<file path="src/rtl/rr_arb_client_pkg.sv">
// Shared types and helpers for the round-robin requester endpoint.
package rr_arb_pkg;

  // Width of the arbiter Req/Grant vectors this client plugs into.
  localparam int NUM_CLIENTS = 4;

  typedef enum logic [1:0] {
    IDLE,
    REQ,
    XFER,
    DONE
  } state_t;

  // A zero length means one beat; anything above max_burst is cut to max_burst.
  function automatic int unsigned clamp_len(input int unsigned len,
                                            input int unsigned max_burst);
    if (len == 0)        return 1;
    if (len > max_burst) return max_burst;
    return len;
  endfunction

endpackage

</file>
<file path="src/rtl/rr_arb_client_if.sv">
// Client command, beat feed and arbiter/bus signals of one requester.
interface rr_arb_client_if #(
  parameter int DATA_WIDTH = 8,
  parameter int MAX_BURST  = 4
);
  localparam int LEN_W = $clog2(MAX_BURST + 1);

  logic                  cmd_valid;
  logic [LEN_W-1:0]      cmd_len;
  logic                  cmd_ready;
  logic [DATA_WIDTH-1:0] beat_data;
  logic                  beat_ack;
  logic                  req;
  logic                  grant;
  logic                  bus_valid;
  logic [DATA_WIDTH-1:0] bus_data;
  logic                  done;
  logic                  timeout_err;

  // Endpoint side.
  modport slave (
    input  cmd_valid, cmd_len, beat_data, grant,
    output cmd_ready, beat_ack, req, bus_valid, bus_data, done, timeout_err
  );

  // Client / arbiter / bus side.
  modport master (
    output cmd_valid, cmd_len, beat_data, grant,
    input  cmd_ready, beat_ack, req, bus_valid, bus_data, done, timeout_err
  );
endinterface

</file>
<file path="src/rtl/rr_arb_client_wait_timer.sv">
// Loadable saturating cycle counter with a terminal-count flag.
module rr_wait_timer #(
  parameter int LIMIT = 15,
  parameter int W     = $clog2(LIMIT + 1)
) (
  input  logic         clk,
  input  logic         rst_n,
  input  logic         clr,
  input  logic         en,
  input  logic         load,
  input  logic [W-1:0] load_val,
  output logic         tc
);
  logic [W-1:0] cnt;

  // Clear beats load beats count; counting stops at LIMIT so it never wraps.
  always_ff @(posedge clk or negedge rst_n) begin
    if (!rst_n)                        cnt <= '0;
    else if (clr)                      cnt <= '0;
    else if (load)                     cnt <= load_val;
    else if (en && cnt != W'(LIMIT))   cnt <= cnt + 1'b1;
  end

  // High when one more enabled cycle takes the count to LIMIT.
  assign tc = (cnt >= W'(LIMIT - 1));
endmodule

</file>
<file path="src/rtl/rr_arb_client.sv">
// Requester endpoint: takes a burst command, requests the arbiter and
// streams beats onto the shared bus in granted cycles only.
module rr_arb_client
  import rr_arb_pkg::*;
#(
  parameter int DATA_WIDTH = 8,
  parameter int MAX_BURST  = 4,
  parameter int TIMEOUT    = 15,
  localparam int LEN_W     = $clog2(MAX_BURST + 1)
) (
  input logic             clk,
  input logic             rst_n,
  rr_arb_client_if.slave  bus
);
  state_t           state;
  logic             req_r, done_r, to_r;
  logic [LEN_W-1:0] len_r, beat_cnt;
  logic             beat, wait_clr, wait_en, wait_tc;

  // A beat only moves in XFER; grant seen in any other state is dropped.
  assign beat     = (state == XFER) && bus.grant;
  // The wait window only exists in REQ; leaving REQ rearms it.
  assign wait_clr = (state != REQ);
  assign wait_en  = (state == REQ) && !bus.grant;

  rr_wait_timer #(.LIMIT(TIMEOUT)) u_wait (
    .clk      (clk),
    .rst_n    (rst_n),
    .clr      (wait_clr),
    .en       (wait_en),
    .load     (1'b0),
    .load_val ('0),
    .tc       (wait_tc)
  );

  // Burst FSM with registered req/done/timeout_err.
  always_ff @(posedge clk or negedge rst_n) begin
    if (!rst_n) begin
      state    <= IDLE;
      req_r    <= 1'b0;
      done_r   <= 1'b0;
      to_r     <= 1'b0;
      len_r    <= '0;
      beat_cnt <= '0;
    end else begin
      done_r <= 1'b0;
      to_r   <= 1'b0;
      case (state)
        IDLE: if (bus.cmd_valid) begin
          len_r    <= LEN_W'(clamp_len(32'(bus.cmd_len), $unsigned(MAX_BURST)));
          beat_cnt <= '0;
          req_r    <= 1'b1;
          state    <= REQ;
        end
        // Grant takes priority over an expiring wait on the same cycle.
        REQ: if (bus.grant) begin
          state <= XFER;
        end else if (wait_tc) begin
          req_r <= 1'b0;
          to_r  <= 1'b1;
          state <= IDLE;
        end
        // Lost grant just pauses: no timeout once the burst has started.
        XFER: if (bus.grant) begin
          if (beat_cnt != LEN_W'(MAX_BURST)) beat_cnt <= beat_cnt + 1'b1;
          if (beat_cnt == len_r - LEN_W'(1)) begin
            req_r  <= 1'b0;
            done_r <= 1'b1;
            state  <= DONE;
          end
        end
        DONE:    state <= IDLE;
        default: state <= IDLE;
      endcase
    end
  end

  assign bus.req         = req_r;
  assign bus.done        = done_r;
  assign bus.timeout_err = to_r;
  assign bus.cmd_ready   = (state == IDLE);
  assign bus.bus_valid   = beat;
  assign bus.beat_ack    = beat;
  assign bus.bus_data    = beat ? bus.beat_data : '0;
endmodule

</file>
<file path="src/flat_wrapper.sv">
// flat-port wrapper written by rule: the top's interface ports become plain ports
module rr_arb_client_flat import rr_arb_pkg::*;
#(
  parameter int DATA_WIDTH = 8,
  parameter int MAX_BURST  = 4,
  parameter int TIMEOUT    = 15,
  localparam int LEN_W     = $clog2(MAX_BURST + 1)
)
  (clk, rst_n, bus_cmd_valid, bus_cmd_len, bus_beat_data, bus_grant, bus_cmd_ready, bus_beat_ack, bus_req, bus_bus_valid, bus_bus_data, bus_done, bus_timeout_err);
  rr_arb_client_if #(.DATA_WIDTH(DATA_WIDTH), .MAX_BURST(MAX_BURST)) bus_i ();
  input logic clk;
  input logic rst_n;
  input wire logic [$bits(bus_i.cmd_valid)-1:0] bus_cmd_valid;
  input wire logic [$bits(bus_i.cmd_len)-1:0] bus_cmd_len;
  input wire logic [$bits(bus_i.beat_data)-1:0] bus_beat_data;
  input wire logic [$bits(bus_i.grant)-1:0] bus_grant;
  output wire logic [$bits(bus_i.cmd_ready)-1:0] bus_cmd_ready;
  output wire logic [$bits(bus_i.beat_ack)-1:0] bus_beat_ack;
  output wire logic [$bits(bus_i.req)-1:0] bus_req;
  output wire logic [$bits(bus_i.bus_valid)-1:0] bus_bus_valid;
  output wire logic [$bits(bus_i.bus_data)-1:0] bus_bus_data;
  output wire logic [$bits(bus_i.done)-1:0] bus_done;
  output wire logic [$bits(bus_i.timeout_err)-1:0] bus_timeout_err;
  assign bus_i.cmd_valid = bus_cmd_valid;
  assign bus_i.cmd_len = bus_cmd_len;
  assign bus_i.beat_data = bus_beat_data;
  assign bus_i.grant = bus_grant;
  assign bus_cmd_ready = bus_i.cmd_ready;
  assign bus_beat_ack = bus_i.beat_ack;
  assign bus_req = bus_i.req;
  assign bus_bus_valid = bus_i.bus_valid;
  assign bus_bus_data = bus_i.bus_data;
  assign bus_done = bus_i.done;
  assign bus_timeout_err = bus_i.timeout_err;
  rr_arb_client #(.DATA_WIDTH(DATA_WIDTH), .MAX_BURST(MAX_BURST), .TIMEOUT(TIMEOUT)) u_core (.clk(clk), .rst_n(rst_n), .bus(bus_i));
endmodule
</file>
<file path="config.mk">
export PLATFORM = sky130hd
export DESIGN_NAME = rr_arb_client_flat
export DESIGN_NICKNAME = d
export VERILOG_FILES = /design/src/rtl/rr_arb_client_pkg.sv /design/src/rtl/rr_arb_client_if.sv /design/src/rtl/rr_arb_client_wait_timer.sv /design/src/rtl/rr_arb_client.sv /design/src/flat_wrapper.sv
export SDC_FILE = /design/constraint.sdc
export NUM_CORES = 1
export LEC_CHECK = 0
export ABC_AREA = 1
export CORE_MARGIN = 2
export CORE_UTILIZATION = 25
export CTS_BUF_LIST = sky130_fd_sc_hd__clkbuf_8
export CTS_CLUSTER_SIZE = 16
export DETAILED_ROUTE_END_ITERATION = 10
export GPL_TIMING_DRIVEN = 0
export PLACE_DENSITY_LB_ADDON = 0.08
export SETUP_SLACK_MARGIN = 0.5
export SYNTH_ARGS = -nofsm -noshare
export SYNTH_HDL_FRONTEND = slang
export SYNTH_SLANG_ARGS = --single-unit
</file>
<file path="constraint.sdc">
create_clock -name clk -period 2 [get_ports clk]
set_input_delay 0.2 -clock clk [delete_from_list [all_inputs] [get_ports clk]]
set_output_delay 0.2 -clock clk [all_outputs]
set_load 0.1 [all_outputs]
</file>
* Yosys cells after proc, flatten, opt, wreduce, memory -nomap -nowiden
Cells that the tools add are included.
** Operators by class
- $add $sub $neg :: 3
- Magnitude comparators :: 2
- Eq/ne operators :: 14
- Muxes and demuxes :: 36
- Reduce and logical (&&, ||, !) cells :: 13
** Operator list (count)
- $mux 1 :: 19
- $mux 3 :: 6
- $ne 2x2->1 const B :: 6
- $mux 2 :: 5
- $mux 4 :: 2
- $mux 8 :: 1
- $pmux 2 s4 :: 1
- $reduce_and 4->1 :: 2
- $ne 3x3->1 const B :: 2
- $pmux 3 s2 :: 1
- $reduce_and 6->1 :: 1
- $add 4x1->4 const B :: 1
- $eq 2x2->1 const B :: 2
- $ge 4x4->1 const B :: 1
- $ne 4x4->1 const B :: 1
- $reduce_bool 2->1 :: 2
- $add 3x1->3 const B :: 1
- $eq 3x3->1 :: 1
- $gt 3x3->1 const B :: 1
- $logic_and 1x1->1 :: 3
- $logic_not 3->1 :: 1
- $pmux 1 s3 :: 1
- $reduce_bool 3->1 :: 1
- $sub 3x1->3 const B :: 1
- 5 further kinds :: 5
** Storage, ports and cells
- Bits in registers :: 15
- Input port bits :: 15
- Output and inout port bits :: 14
- Word-level logic and storage cells :: 75

* Logic depth before layout (Yosys ltp)
- Depth in word-level cells :: 9
- Mapped depth :: 12
- Gate-level depth less buffers :: 12

* Modules after synthesis
Synthesis repeated with hierarchy kept, for this count alone.
** Second synthesis, totals
- Cells, all modules :: 150
- Area total of the unflattened synthesis :: 1078.5 µm²
** By module, submodules not included
- rr_arb_client :: times used 1, cells an instance 109, area each 775.7 µm², seq. area each 275.3 µm²
- rr_wait_timer :: times used 1, cells an instance 41, area each 302.8 µm², seq. area each 100.1 µm²

* Worst setup path before layout
Ideal clock, no wire load.
- Path type :: register to output
- From :: register u_core.state[0]
- To :: output port bus_bus_data[0]
- Data arrival time :: 2.233 ns
- Required time :: 1.800 ns
- Slack :: -0.433 ns
- Stages on the path, launching flop included :: 6
- Buffers on the path :: 1
- Cell sequence :: dfrtp_1 -> inv_1 -> ha_1 -> buf_6 -> nand2_1 -> nor2_1
** Between the ends
- Word-level cells in the longest chain between the ends :: 3
** RTL lines
- start: declaration :: RTL line rr_arb_client.sv:15 : state_t state;
- start signal: assignment :: RTL line rr_arb_client.sv:39 : state <= IDLE;
- start signal: assignment :: RTL line rr_arb_client.sv:53 : state <= REQ;
- start signal: assignment :: RTL line rr_arb_client.sv:57 : state <= XFER;
- $eq 2x2->1 :: RTL line rr_arb_client.sv:21 : assign beat = (state == XFER) && bus.grant;
- $logic_and 1x1->1 :: RTL line rr_arb_client.sv:21
- $mux 8 :: RTL line rr_arb_client.sv:84 : assign bus.bus_data = beat ? bus.beat_data : '0;
- end: declaration :: RTL line flat_wrapper.sv:21 : output wire logic [$bits(bus_i.bus_data)-1:0] bus_bus_data;
No other way between the ends.

==> flow_summary.yaml <==
global_route:
  largest_net_degree_at_the_start_of_global_routing: 16
  gr-usage-all-layers: 0.132
  grt_first_pass_wirelength_um: 4410
  globalRouteOverflowTotal: 0
  initial_antenna_violation_count: 0
  grt_pass1_vias: 993
yosys:
  synthesis.yosys.warnings: 0
  ys_top_cells_by_area: "sky130_fd_sc_hd__dfrtp_1 (38%), sky130_fd_sc_hd__ha_1 (13%), sky130_fd_sc_hd__inv_1 (11%)"
  syn_area_per_cell_um2: 7.43
  ys_seq_area_frac: 0.380
  post-synth-top-area-cell: "sky130_fd_sc_hd__dfrtp_1"
  mappedNetlistArea_um2: 988
  yosys_register_bits: 15
  synth_top_cell_area_share: 0.380
  synthDistinctLibCells: 18
  post_synthesis_net_count: 158
  netlist_instances: 133
critical_path:
  timing.reg2reg.setup_slack_ps: 420
  slowest_stage: "sky130_fd_sc_hd__dfrtp_2"
  critical_path_buf_inv_count: 4
  critPathCapture: "bus_bus_valid"
  worstPathArrival_ps: 1480
  critPathMostFrequentCell: "sky130_fd_sc_hd__buf_12"
  setup.worst_path.start_class: "flop"
  cell_by_cell_trace_of_the_critical_path: "ha_4, buf_12, nand2_8, clkinvlp_4, buf_12, buf_12"
  critical_path_cell_count: 6
  crit_required_ps: 1800
  largest_driver_fanout_on_the_critical_path: 5
  ff2ff_path_depth: 11
  path_class: "reg2out"
  crit_path_max_incr_delay_ps: 430
  cp-end-kind: "output port"
  cell_family_with_the_largest_share_of_critical_path_delay: "buffers and inverters"
  rr_endpoint: "u_core.bus.req"
detailed_routing:
  wire_per_inst_um: 11.4
  route.detailed.vias_per_inst: 4.33
  starting_drt_drc_count: 7
  num_vias: 966
  detailedRoute.firstPassIterationCount: 4
  post-route-drc-count: 0
  wl_um: 2550
  drtAntennaViolNets: 0
clock_tree:
  worst_skew_pair.late_latency_ps: 240
  cts-buffers-inserted: 3
  ctsLongestPathBuffers: 2
  clock_transition_at_the_registers_of_the_reported_paths_ps: 60
  clock-sinks: 15
  tritoncts: "yes"
  h-tree-depth: 1
  ctsRootBufferMaster: "sky130_fd_sc_hd__clkbuf_8"
timing:
  slew_headroom: 0.533
  finalMaxSlewViolations: 0
  final_period_minus_worst_setup_slack_ps: 1680
  timing.final.hold_violations: 0
  postLayoutSetupSlackWorst_ps: 318
  worstMarginPinSlew_ps: 698
  max_freq_mhz: 595
  rsz_0062_raised_after_global_routing: "yes"
  setup_viol_count_final: 0
  layout_worst_path_cycle_share: 0.841
  clock-skew-final_ps: 0.704
  final.setup.tns_ps: 0
floorplanning:
  floorplan.die_area_um2: 4470
  floorplan.die.height_um: 66.9
  placement_rows: 22
  ioPinCount: 29
  floorplan.core_area_um2: 3740
  die_width_um: 66.9
  start_util: 0.264
cells_and_area:
  syn2layout_area_growth_pct: 75.8
  number_of_inserted_filler_cells_in_the_final_layout: 366
  share_of_final_layout_standard_cells_stronger_than_drive_strength_1: 0.343
  n_antenna_cell: 0
  final_net_count: 201
  final_util: 0.464
  final_cells: 223
power_and_ir_drop:
  total_leakage_power_uw: 0.000814
  finalPower_uw: 2000
  power.ir.vdd_worst_mv: 0.875
  power_density_over_the_cells_nw_per_um2: 1150
placed_design:
  detailedPlacementHpwl_um: 1650
  placement.setup.worst_slack_ps: -556
  placed_cells: 209
  placement.io_buffers: 28
  weighted_congestion_reported_at_the_end_of_routability_driven_placement: 0.739
hold_path:
  worst_hold_path_type: "in2async"
flow_run:
  timing.max_cap.violations: 0
outcome:
  run_status: "complete, no violations"
-- worst min-delay path by stage --
stage	startpoint	endpoint	depth (start not counted)
global placement	u_core.bus.req	u_core.bus.req	2
CTS	rst_n	u_core.u_wait.cnt[0]	1
detailed placement	u_core.bus.req	u_core.bus.req	2
finish	rst_n	u_core.u_wait.cnt[0]	1
floorplan	rst_n	async pin	0
global route	rst_n	u_core.u_wait.cnt[1]	1
-- where the power goes --
part | internal (uW) | leakage [uW] | switching [uW] | total [uW]
sequential | 381 | 0.000197 | 54.4 | 436
combinational | 522 | 0.000590 | 805 | 1330
clock | 136 | 0.0000269 | 105 | 241
-- cell usage after synthesis --
cell type	instances
sky130_fd_sc_hd__o21ai_2	3
sky130_fd_sc_hd__dfrtp_1	15
sky130_fd_sc_hd__a21oi_1	3
sky130_fd_sc_hd__nand2_1	25
sky130_fd_sc_hd__o21ai_1	2
sky130_fd_sc_hd__nor2_1	16
sky130_fd_sc_hd__buf_6	1
sky130_fd_sc_hd__nand4_1	1
sky130_fd_sc_hd__ha_1	10
sky130_fd_sc_hd__inv_1	30
sky130_fd_sc_hd__nand3b_1	1
sky130_fd_sc_hd__buf_4	1
sky130_fd_sc_hd__xnor2_1	1
sky130_fd_sc_hd__xor2_1	2
sky130_fd_sc_hd__nand3_1	10
sky130_fd_sc_hd__o22ai_1	1
sky130_fd_sc_hd__o21ai_0	10
sky130_fd_sc_hd__nor3_1	1
-- layout by cell type (no fill, tap or decap), types with 2 or more instances in the layout --
cell type and count:
sky130_fd_sc_hd__a21oi_2 2, sky130_fd_sc_hd__nor2_1 5, sky130_fd_sc_hd__nand3_1 7, sky130_fd_sc_hd__o21ai_0 8, sky130_fd_sc_hd__o21ai_1 3, sky130_fd_sc_hd__nor2_4 6, sky130_fd_sc_hd__buf_4 9, sky130_fd_sc_hd__nand3_2 3
sky130_fd_sc_hd__nand2_1 22, sky130_fd_sc_hd__clkdlybuf4s50_1 13, sky130_fd_sc_hd__buf_12 12, sky130_fd_sc_hd__nand2_4 2, sky130_fd_sc_hd__ha_1 7, sky130_fd_sc_hd__xor2_1 2, sky130_fd_sc_hd__clkdlybuf4s15_2 3, sky130_fd_sc_hd__nor2_2 5
sky130_fd_sc_hd__inv_1 27, sky130_fd_sc_hd__clkbuf_8 3, sky130_fd_sc_hd__dfrtp_1 14, sky130_fd_sc_hd__ha_4 3, sky130_fd_sc_hd__o21ai_2 3, sky130_fd_sc_hd__inv_2 3
-- what timing repair did --
action / 4_1_cts / 5_1_grt
hold buffers: 0 / 0
pin swaps: 2 / 6
resized for setup: 123 / 13
buffers inserted: 6 / 3
setup endpoints to repair: 24 / 22
gates cloned: 1 / 0
-- sequential cells by signal, summed over array words and instances (netlist names), named ones only --
signal / flops
u_core.bus.done: 1
u_core.state: 1
u_core.len_r: 3
u_core.u_wait.cnt: 4
u_core.bus.req: 1
u_core.bus.timeout_err: 1
u_core.beat_cnt: 3
-- worst register-to-register path: cells and delay by family (launching register included) --
kind | cells | cell delay, ps
and+or+nand+nor | 5 | 290
adders and majority gates | 1 | 170
AOI/OAI and AO/OA | 2 | 220
DFF | 1 | 430
buffers and inverters | 3 | 360
-- final cells by class --
cell class	count	area, um2	area share
plain buffers	2	40.0	0.0230
clock buffers	3	41.3	0.0238
clock inverters	1	3.75	0.00216
inverters	30	116	0.0670
multi-input cells	87	648	0.373
flip-flops and latches	15	377	0.217
well taps	48	60.1	0.0346
repair buffers	37	452	0.260
-- layer usage --
| metal | wire length (um) | part of all wire | up-vias | GRT usage |
|---|---|---|---|---|
| met1 | 1090 | 0.43 | 436 | 0.153 |
| li1 | - | - | 498 | - |
| met4 | 44 | 0.017 | 0 | 0.0612 |
| met5 | 0 | 0 | - | 0 |
| met3 | 169 | 0.066 | 5 | 0.0270 |
| met2 | 1250 | 0.49 | 27 | 0.233 |
-- stage by stage --
stage / cell area, um2 / hold WS [ps]
5_1_grt: 1740 / 434
2_1_floorplan: 1060 / -95.6
6_report: 1740 / 371
4_1_cts: 1670 / 414
3_5_place_dp: 1400 / 467
3_3_place_gp: 1400 / 465
-- cell families after synthesis --
kind of cell / share of synthesized area
flip-flops: 0.380
AO/OA/AOI/OAI: 0.109
AND/OR/NAND/NOR: 0.225
buffers and inverters: 0.133
XOR/XNOR: 0.0266
adder cells (fa/ha/maj): 0.127
Note: power is estimated with default switching activity, not from simulation.
